`src/rtl/loader_pkg.sv`:
```
// Shared types and constants for the loader/dump datapath.
// Holds the dump FSM encoding, the TX handshake sequencer encoding and the byte-order helper.
package loader_pkg;

  localparam logic [7:0] ACK_FINISH      = 8'hF1;
  localparam logic [7:0] DUMP_END_MARKER = 8'hF2;

  typedef enum logic [3:0] {
    StIdle,
    StSizeHi,
    StSizeLo,
    StTx,
    StMemReq,
    StMemWait,
    StMemLatch,
    StSendByte,
    StTrailer,
    StDone
  } dump_state_e;

  typedef enum logic [1:0] {
    TxIdle,
    TxStart,
    TxWait
  } tx_seq_state_e;

  // Words go out on the wire least-significant byte first.
  function automatic logic [7:0] word_byte(input logic [31:0] word, input logic [1:0] idx);
    return word[8*idx +: 8];
  endfunction

endpackage

```
`src/rtl/dump_unit_if.sv`:
```
// Arbiter, UART TX and memory-port signals of the dump engine.
// master is the dump engine side, slave is the surrounding system.
interface dump_unit_if;
  logic        grant_i;
  logic        target_select_i;
  logic [15:0] word_count_i;
  logic        done_o;
  logic [7:0]  tx_data_o;
  logic        tx_start_o;
  logic        tx_done_i;
  logic        mem_read_enable_o;
  logic [31:0] mem_addr_o;
  logic [31:0] mem_data_i;
  logic        target_o;

  modport master (
    input  grant_i, target_select_i, word_count_i, tx_done_i, mem_data_i,
    output done_o, tx_data_o, tx_start_o, mem_read_enable_o, mem_addr_o, target_o
  );

  modport slave (
    output grant_i, target_select_i, word_count_i, tx_done_i, mem_data_i,
    input  done_o, tx_data_o, tx_start_o, mem_read_enable_o, mem_addr_o, target_o
  );
endinterface

```
`src/rtl/tx_byte_sequencer.sv`:
```
// Single-byte UART TX handshake: latch a byte, pulse start once, wait for done.
// ready_o is a one-cycle pulse coinciding with the accepted tx_done_i.
module tx_byte_sequencer
  import loader_pkg::*;
(
  input  logic       clk_i,
  input  logic       rst_i,
  input  logic       abort_i,
  input  logic       load_i,
  input  logic [7:0] byte_i,
  input  logic       tx_done_i,
  output logic       tx_start_o,
  output logic [7:0] tx_data_o,
  output logic       ready_o
);

  tx_seq_state_e state_q, state_d;
  logic [7:0]    data_q, data_d;

  always_ff @(posedge clk_i) begin
    if (rst_i) begin
      state_q <= TxIdle;
      data_q  <= 8'h00;
    end else begin
      state_q <= state_d;
      data_q  <= data_d;
    end
  end

  always_comb begin
    state_d    = state_q;
    data_d     = data_q;
    tx_start_o = 1'b0;
    ready_o    = 1'b0;
    case (state_q)
      TxIdle: begin
        if (load_i) begin
          data_d  = byte_i;
          state_d = TxStart;
        end
      end
      TxStart: begin
        tx_start_o = 1'b1;
        state_d    = TxWait;
      end
      TxWait: begin
        if (tx_done_i) begin
          ready_o = 1'b1;
          state_d = TxIdle;
        end
      end
      default: state_d = TxIdle;
    endcase
    // Data is left in place on abort; the UART may still be shifting it out.
    if (abort_i) begin
      state_d = TxIdle;
    end
  end

  assign tx_data_o = data_q;

endmodule

```
`src/rtl/dump_unit.sv`:
```
// DMA memory-extraction engine: streams a 16-bit big-endian word count, N memory words
// (LSB first) and an end marker to the UART TX while it holds the arbiter grant.
module dump_unit
  import loader_pkg::*;
#(
  parameter logic [31:0] BASE_ADDR  = 32'h0000_0000,
  parameter logic [7:0]  END_MARKER = DUMP_END_MARKER
) (
  input logic         clk_i,
  input logic         rst_i,
  dump_unit_if.master bus
);

  dump_state_e state_q, state_d;
  dump_state_e ret_q, ret_d;
  logic [15:0] count_q, count_d;
  logic [15:0] remaining_q, remaining_d;
  logic [31:0] addr_q, addr_d;
  logic [31:0] word_q, word_d;
  logic [1:0]  idx_q, idx_d;
  logic        target_q, target_d;

  logic        seq_load;
  logic [7:0]  seq_byte;
  logic        seq_ready;
  logic        abort;

  // Losing the grant anywhere between idle and done drops the transfer.
  assign abort = !bus.grant_i && (state_q != StIdle) && (state_q != StDone);

  always_ff @(posedge clk_i) begin
    if (rst_i) begin
      state_q     <= StIdle;
      ret_q       <= StIdle;
      count_q     <= 16'h0000;
      remaining_q <= 16'h0000;
      addr_q      <= BASE_ADDR;
      word_q      <= 32'h0000_0000;
      idx_q       <= 2'd0;
      target_q    <= 1'b0;
    end else begin
      state_q     <= state_d;
      ret_q       <= ret_d;
      count_q     <= count_d;
      remaining_q <= remaining_d;
      addr_q      <= addr_d;
      word_q      <= word_d;
      idx_q       <= idx_d;
      target_q    <= target_d;
    end
  end

  always_comb begin
    state_d     = state_q;
    ret_d       = ret_q;
    count_d     = count_q;
    remaining_d = remaining_q;
    addr_d      = addr_q;
    word_d      = word_q;
    idx_d       = idx_q;
    target_d    = target_q;
    seq_load    = 1'b0;
    seq_byte    = 8'h00;

    case (state_q)
      StIdle: begin
        addr_d = BASE_ADDR;
        if (bus.grant_i) begin
          count_d     = bus.word_count_i;
          remaining_d = bus.word_count_i;
          target_d    = bus.target_select_i;
          idx_d       = 2'd0;
          state_d     = StSizeHi;
        end
      end
      StSizeHi: begin
        seq_load = 1'b1;
        seq_byte = count_q[15:8];
        ret_d    = StSizeLo;
        state_d  = StTx;
      end
      StSizeLo: begin
        seq_load = 1'b1;
        seq_byte = count_q[7:0];
        ret_d    = (remaining_q == 16'h0000) ? StTrailer : StMemReq;
        state_d  = StTx;
      end
      StTx: begin
        if (seq_ready) begin
          if (ret_q == StSendByte) begin
            // Payload byte finished: step to the next byte or the next word.
            if (idx_q == 2'd3) begin
              addr_d      = addr_q + 32'd4;
              remaining_d = remaining_q - 16'd1;
              state_d     = (remaining_q != 16'd1) ? StMemReq : StTrailer;
            end else begin
              idx_d   = idx_q + 2'd1;
              state_d = StSendByte;
            end
          end else begin
            state_d = ret_q;
          end
        end
      end
      StMemReq:  state_d = StMemWait;
      StMemWait: state_d = StMemLatch;
      StMemLatch: begin
        word_d  = bus.mem_data_i;
        idx_d   = 2'd0;
        state_d = StSendByte;
      end
      StSendByte: begin
        seq_load = 1'b1;
        seq_byte = word_byte(word_q, idx_q);
        ret_d    = StSendByte;
        state_d  = StTx;
      end
      StTrailer: begin
        seq_load = 1'b1;
        seq_byte = END_MARKER;
        ret_d    = StDone;
        state_d  = StTx;
      end
      StDone: begin
        if (!bus.grant_i) begin
          state_d = StIdle;
        end
      end
      default: state_d = StIdle;
    endcase

    if (abort) begin
      state_d  = StIdle;
      addr_d   = BASE_ADDR;
      seq_load = 1'b0;
    end
  end

  tx_byte_sequencer u_tx_seq (
    .clk_i      (clk_i),
    .rst_i      (rst_i),
    .abort_i    (abort),
    .load_i     (seq_load),
    .byte_i     (seq_byte),
    .tx_done_i  (bus.tx_done_i),
    .tx_start_o (bus.tx_start_o),
    .tx_data_o  (bus.tx_data_o),
    .ready_o    (seq_ready)
  );

  assign bus.done_o            = (state_q == StDone);
  assign bus.mem_read_enable_o = (state_q == StMemReq);
  assign bus.mem_addr_o        = addr_q;
  assign bus.target_o          = target_q;

endmodule
```
`src/flat_wrapper.sv`:
```
// flat-port wrapper written by rule: the top's interface ports become plain ports
module dump_unit_flat import loader_pkg::*;
#(
  parameter logic [31:0] BASE_ADDR  = 32'h0000_0000,
  parameter logic [7:0]  END_MARKER = DUMP_END_MARKER
)
  (clk_i, rst_i, bus_grant_i, bus_target_select_i, bus_word_count_i, bus_tx_done_i, bus_mem_data_i, bus_done_o, bus_tx_data_o, bus_tx_start_o, bus_mem_read_enable_o, bus_mem_addr_o, bus_target_o);
  dump_unit_if bus_i ();
  input logic clk_i;
  input logic rst_i;
  input wire logic [$bits(bus_i.grant_i)-1:0] bus_grant_i;
  input wire logic [$bits(bus_i.target_select_i)-1:0] bus_target_select_i;
  input wire logic [$bits(bus_i.word_count_i)-1:0] bus_word_count_i;
  input wire logic [$bits(bus_i.tx_done_i)-1:0] bus_tx_done_i;
  input wire logic [$bits(bus_i.mem_data_i)-1:0] bus_mem_data_i;
  output wire logic [$bits(bus_i.done_o)-1:0] bus_done_o;
  output wire logic [$bits(bus_i.tx_data_o)-1:0] bus_tx_data_o;
  output wire logic [$bits(bus_i.tx_start_o)-1:0] bus_tx_start_o;
  output wire logic [$bits(bus_i.mem_read_enable_o)-1:0] bus_mem_read_enable_o;
  output wire logic [$bits(bus_i.mem_addr_o)-1:0] bus_mem_addr_o;
  output wire logic [$bits(bus_i.target_o)-1:0] bus_target_o;
  assign bus_i.grant_i = bus_grant_i;
  assign bus_i.target_select_i = bus_target_select_i;
  assign bus_i.word_count_i = bus_word_count_i;
  assign bus_i.tx_done_i = bus_tx_done_i;
  assign bus_i.mem_data_i = bus_mem_data_i;
  assign bus_done_o = bus_i.done_o;
  assign bus_tx_data_o = bus_i.tx_data_o;
  assign bus_tx_start_o = bus_i.tx_start_o;
  assign bus_mem_read_enable_o = bus_i.mem_read_enable_o;
  assign bus_mem_addr_o = bus_i.mem_addr_o;
  assign bus_target_o = bus_i.target_o;
  dump_unit #(.BASE_ADDR(BASE_ADDR), .END_MARKER(END_MARKER)) u_core (.clk_i(clk_i), .rst_i(rst_i), .bus(bus_i));
endmodule
```
`config.mk`:
```
export PLATFORM = sky130hd
export DESIGN_NAME = dump_unit_flat
export DESIGN_NICKNAME = d
export VERILOG_FILES = /design/src/rtl/loader_pkg.sv /design/src/rtl/dump_unit_if.sv /design/src/rtl/tx_byte_sequencer.sv /design/src/rtl/dump_unit.sv /design/src/flat_wrapper.sv
export SDC_FILE = /design/constraint.sdc
export NUM_CORES = 1
export LEC_CHECK = 0
export ABC_AREA = 1
export CORE_UTILIZATION = 54
export DETAILED_ROUTE_END_ITERATION = 16
export PLACE_DENSITY = 0.88
export RECOVER_POWER = 25
export SYNTH_ARGS = -nofsm -noshare
export SYNTH_HDL_FRONTEND = slang
export SYNTH_HIERARCHICAL = 1
export SYNTH_SLANG_ARGS = --single-unit
```
`constraint.sdc`:
```
create_clock -name clk_i -period 2 [get_ports clk_i]
set_input_delay 0.2 -clock clk_i [delete_from_list [all_inputs] [get_ports clk_i]]
set_output_delay 0.2 -clock clk_i [all_outputs]
set_load 0.03 [all_outputs]
```
==> out/metrics.csv, run 1 <==
stage,metric,value,unit
status,status,"finished, final reports clean",
finish,"Design Area, Final",7874,µm²
power_and_ir_drop,PD cells,1236,nW/µm²
route,DR vias/cell,5.691,
power_and_ir_drop,P_sw,0.003810,W
logic_synthesis,count of cell types in the netlist,41,
logic_synthesis,synthesized area per cell,6.522,µm²
clock_network,Root Buffer,clkbuf_16,
clock_network,maximum root-to-sink buffer count,2,
place,HPWL Detailed,11600,µm
route,DR WL/cell,14.56,µm
logic_synthesis,"area leader, netlist",dfxtp_1,
finish,fillers,864,
sta,Tmin final,1.917,ns
logic_synthesis,"Seq/Total Area, Yosys",37.59,%
die,die height,108.5,µm
power_and_ir_drop,Flop pwr share,30.2,%
setup_path,Crit Path Max Fanout,3,
sta,"Hold Vio Cnt, Final",0,
die,num rows,38,
sta,maximum clock rate,521.6,MHz
logic_synthesis,Synth Register Bits,115,
grt,largest net degree at the start of global routing,34,
clock_network,"Clk pin slew, worst setup/hold paths",0.06,ns
logic_synthesis,top-area cell type share of the netlist area,37.59,%
place,GPL Wtd Cong,0.9497,
hold_path,HP Class,in2reg,
logic_synthesis,synth top area cells,"dfxtp_1 38%, nor2_1 12%, nand2_1 11%",
sta,Worst slew margin,61.58,%
logic_synthesis,"FFs w/ async S/R, synth",0,%
logic_synthesis,Adder-Cell Fraction of Synth Area,0.8172,%
grt,first-pass GRT wire length,27940,µm
sta,period utilization,95.86,%
logic_synthesis,mux contribution to synthesized area,0.1634,%
power_and_ir_drop,static leakage,3.114,nW
logic_synthesis,Synth Cell Area,6125,µm²
logic_synthesis,Synth top cells by count,"201 x nor2_1, 182 x nand2_1, 115 x dfxtp_1",
clock_network,CTS Buf Count,17,
die,Starting Density,56.01,%
clock_network,Worst-Skew Late Latency,0.42,ns
logic_synthesis,"Warnings, synthesis",6,
logic_synthesis,Post-Syn Instances,939,
grt,number of global-route vias before repair,6102,
grt,antenna violations before repair,0,
finish,nets,1104,
logic_synthesis,largest family of logic cells by synthesized area,simple AND/OR/NAND/NOR gates,
power_and_ir_drop,maximum vdd drop,941.1,µV
sta,worst clock skew,0.006173,ns
logic_synthesis,prevailing post-synth register cell,dfxtp_1,
finish,Register Area,2306,µm²
clock_network,# H-tree levels,4,
sta,Final Max Tran Viols,0,
route,DR iter-0 viols,804,
clock_network,Clock Sinks,115,
power_and_ir_drop,power share of the clock group,31.8,%
place,Placed Area,7236,µm²
setup_path,worst path arrival time,1.72,ns
route,drt first pass iters,9,
logic_synthesis,area share of xor/xnor cells in the synthesized design,0.4290,%
run,Max-Cap Viols,0,
grt,gr usage total,30.08,%
power_and_ir_drop,total power,0.009735,W
route,Detail Route Antenna Nets,0,
place,Port Buffers,94,
route,"wirelength, routed",17460,µm
route,DRC Markers,0,
setup_path,CP endpoint kind,output pin,
die,full die area,11770,µm²
finish,share of cells above drive strength 1,9.254,%
clock_network,CTS tree,done,
grt,grt ovf,0,
finish,Syn-to-layout area delta,28.56,%
die,Ports,97,
finish,ANT cells,0,
setup_path,Worst Setup Path Type,reg2out,
die,core area,10940,µm²
logic_synthesis,Synth Area in Compound Gates,16.96,%
sta,worst slew pin tran,0.5764,ns
sta,count of final setup violators,0,
route,via count,6824,
power_and_ir_drop,Comb pwr share,38.0,%
logic_synthesis,number of synthesized flops with an enable pin,0,
finish,footprint of the multi-input gates,3262,µm²
power_and_ir_drop,Sw Ratio,39.14,%
setup_path,"Req. time, crit path",1.80,ns
setup_path,Startpoint Class,flip-flop,
power_and_ir_drop,P_int,0.005925,W
logic_synthesis,most common cell in the netlist,nor2_1,
logic_synthesis,area share of and/or/nand/nor cells after synthesis,34.42,%
die,Die Width,108.5,µm
[power groups by stage]
stage / sequential, W / clock [W] / combinational, W
after CTS: 0.00293 / 0.00310 / 0.00357
after global routing: 0.00297 / 0.00322 / 0.00406
after detailed placement: 0.00296 / 0 / 0.00351
final: 0.00294 / 0.00310 / 0.00370
after floorplan: 0.00304 / 0 / 0.00252
after global placement: 0.00295 / 0 / 0.00345
[state kept, by name, summed over array words and instances, names as in the netlist, 2 cells and up]
register                   count
u_core/u_tx_seq/state_q        2
u_core/remaining_q            16
u_core/u_tx_seq/tx_data_o      8
u_core/state_q                 4
u_core/ret_q                   4
u_core/word_q                 32
u_core/count_q                16
u_core/idx_q                   2
u_core/bus.mem_addr_o         30
[worst max-delay path: stages, from the launching register on]
cell	delay [ns]
dfxtp_2	0.33
inv_1	0.14
nand2_1	0.11
inv_1	0.06
clkdlybuf4s50_1	0.66
[cells by family (layout without fill, tap and decap cells)]
logic type | after synthesis | count (layout)
adder cells (fa/ha/maj) | 4 | 4
AND/OR/NAND/NOR | 486 | 487
flip-flops | 115 | 115
other | 1 | 2
buffers and inverters | 136 | 254
AO/OA/AOI/OAI | 193 | 193
XOR/XNOR | 3 | 3
multiplexers | 1 | 1
[per-stage QoR]
stage | setup WS (ns) | hold slack, ns | std cells | TNS (ns) | utilization [%]
floorplan | 0.2715 | 0.3643 | 940 | 0 | -
global placement | -0.1393 | 0.4411 | 1163 | -1.693 | 66.17
detailed placement | -0.1609 | 0.4473 | 1163 | -3.061 | 66.17
CTS | 0.08264 | 0.3723 | 1194 | 0 | 71.67
global route | -0.005875 | 0.3974 | 1199 | -0.007465 | 72.00
finish | 0.08288 | 0.3613 | 1199 | 0 | 72.00
[timing repair]
action                                  in CTS  in global routing
pin swaps                                    0                  2
gates resized for setup                      3                 10
hold buffers                                 0                  0
cloned                                       0                  1
endpoints found under the setup margin       7                 29
setup buffers                                0                  4
[area by class of cell]
class	instances	area share (%)
inverter	100	4.863
tap	140	2.225
clock inverter	13	2.034
sequential	115	29.29
multi-input combinational	690	41.43
clock buffer	18	5.578
timing repair buffer	123	14.59
[cell usage in the layout (no fill, tap or decap), drive strengths merged]
cell / synthesis / final
xor2: 3 / 3
nor3: 9 / 9
o31ai: 2 / 2
o21a: 1 / 1
conb: 1 / 2
dfxtp: 115 / 115
o21ai: 87 / 87
nand3b: 5 / 5
clkbuf: 17 / 21
nand2: 189 / 189
a211oi: 3 / 3
clkinvlp: 0 / 6
dlygate4sd2: 0 / 1
o221ai: 8 / 8
nor2: 212 / 212
mux2i: 1 / 1
clkinv: 1 / 5
a22oi: 1 / 1
clkdlybuf4s50: 0 / 92
nand4: 16 / 16
ha: 4 / 4
or2: 1 / 1
inv: 99 / 99
o21bai: 2 / 2
nand3: 54 / 55
a31oi: 3 / 3
o211ai: 1 / 1
bufinv: 0 / 3
a21oi: 78 / 78
buf: 19 / 27
o22ai: 7 / 7
[routing by layer]
layer | part of all wire, % | GRT usage (%) | up-vias
met1 | 41 | 37.89 | 3093
met3 | 8.6 | 4.702 | 58
met5 | 0 | 0 | -
li1 | - | - | 3262
met4 | 2.8 | 13.13 | 0
met2 | 48 | 50.63 | 411
[final timing paths]
kind                                                               from                          endpoint  slack [ns]  cells after the start
worst max-delay path            u_core/u_tx_seq/state_q[1]$_SDFFE_PP0P_                    bus_tx_start_o        0.08                      4
worst min-delay path                                bus_target_select_i  u_core/bus.target_o$_SDFFE_PP0P_        0.36                      3
worst max register to register           u_core/state_q[3]$_SDFFE_PP0P_    u_core/count_q[0]$_SDFFE_PP0P_        0.13                      7
worst min register to register          u_core/count_q[13]$_SDFFE_PP0P_   u_core/count_q[13]$_SDFFE_PP0P_        0.46                      2
Power figures use the tool's default switching activity.
==> run 2, diff against run 1 <==
Settings changed: CTS_CLUSTER_DIAMETER set to 40.
==> results of run 2 <==
The final DEF is identical to that of run 1; final timing and power are the same.
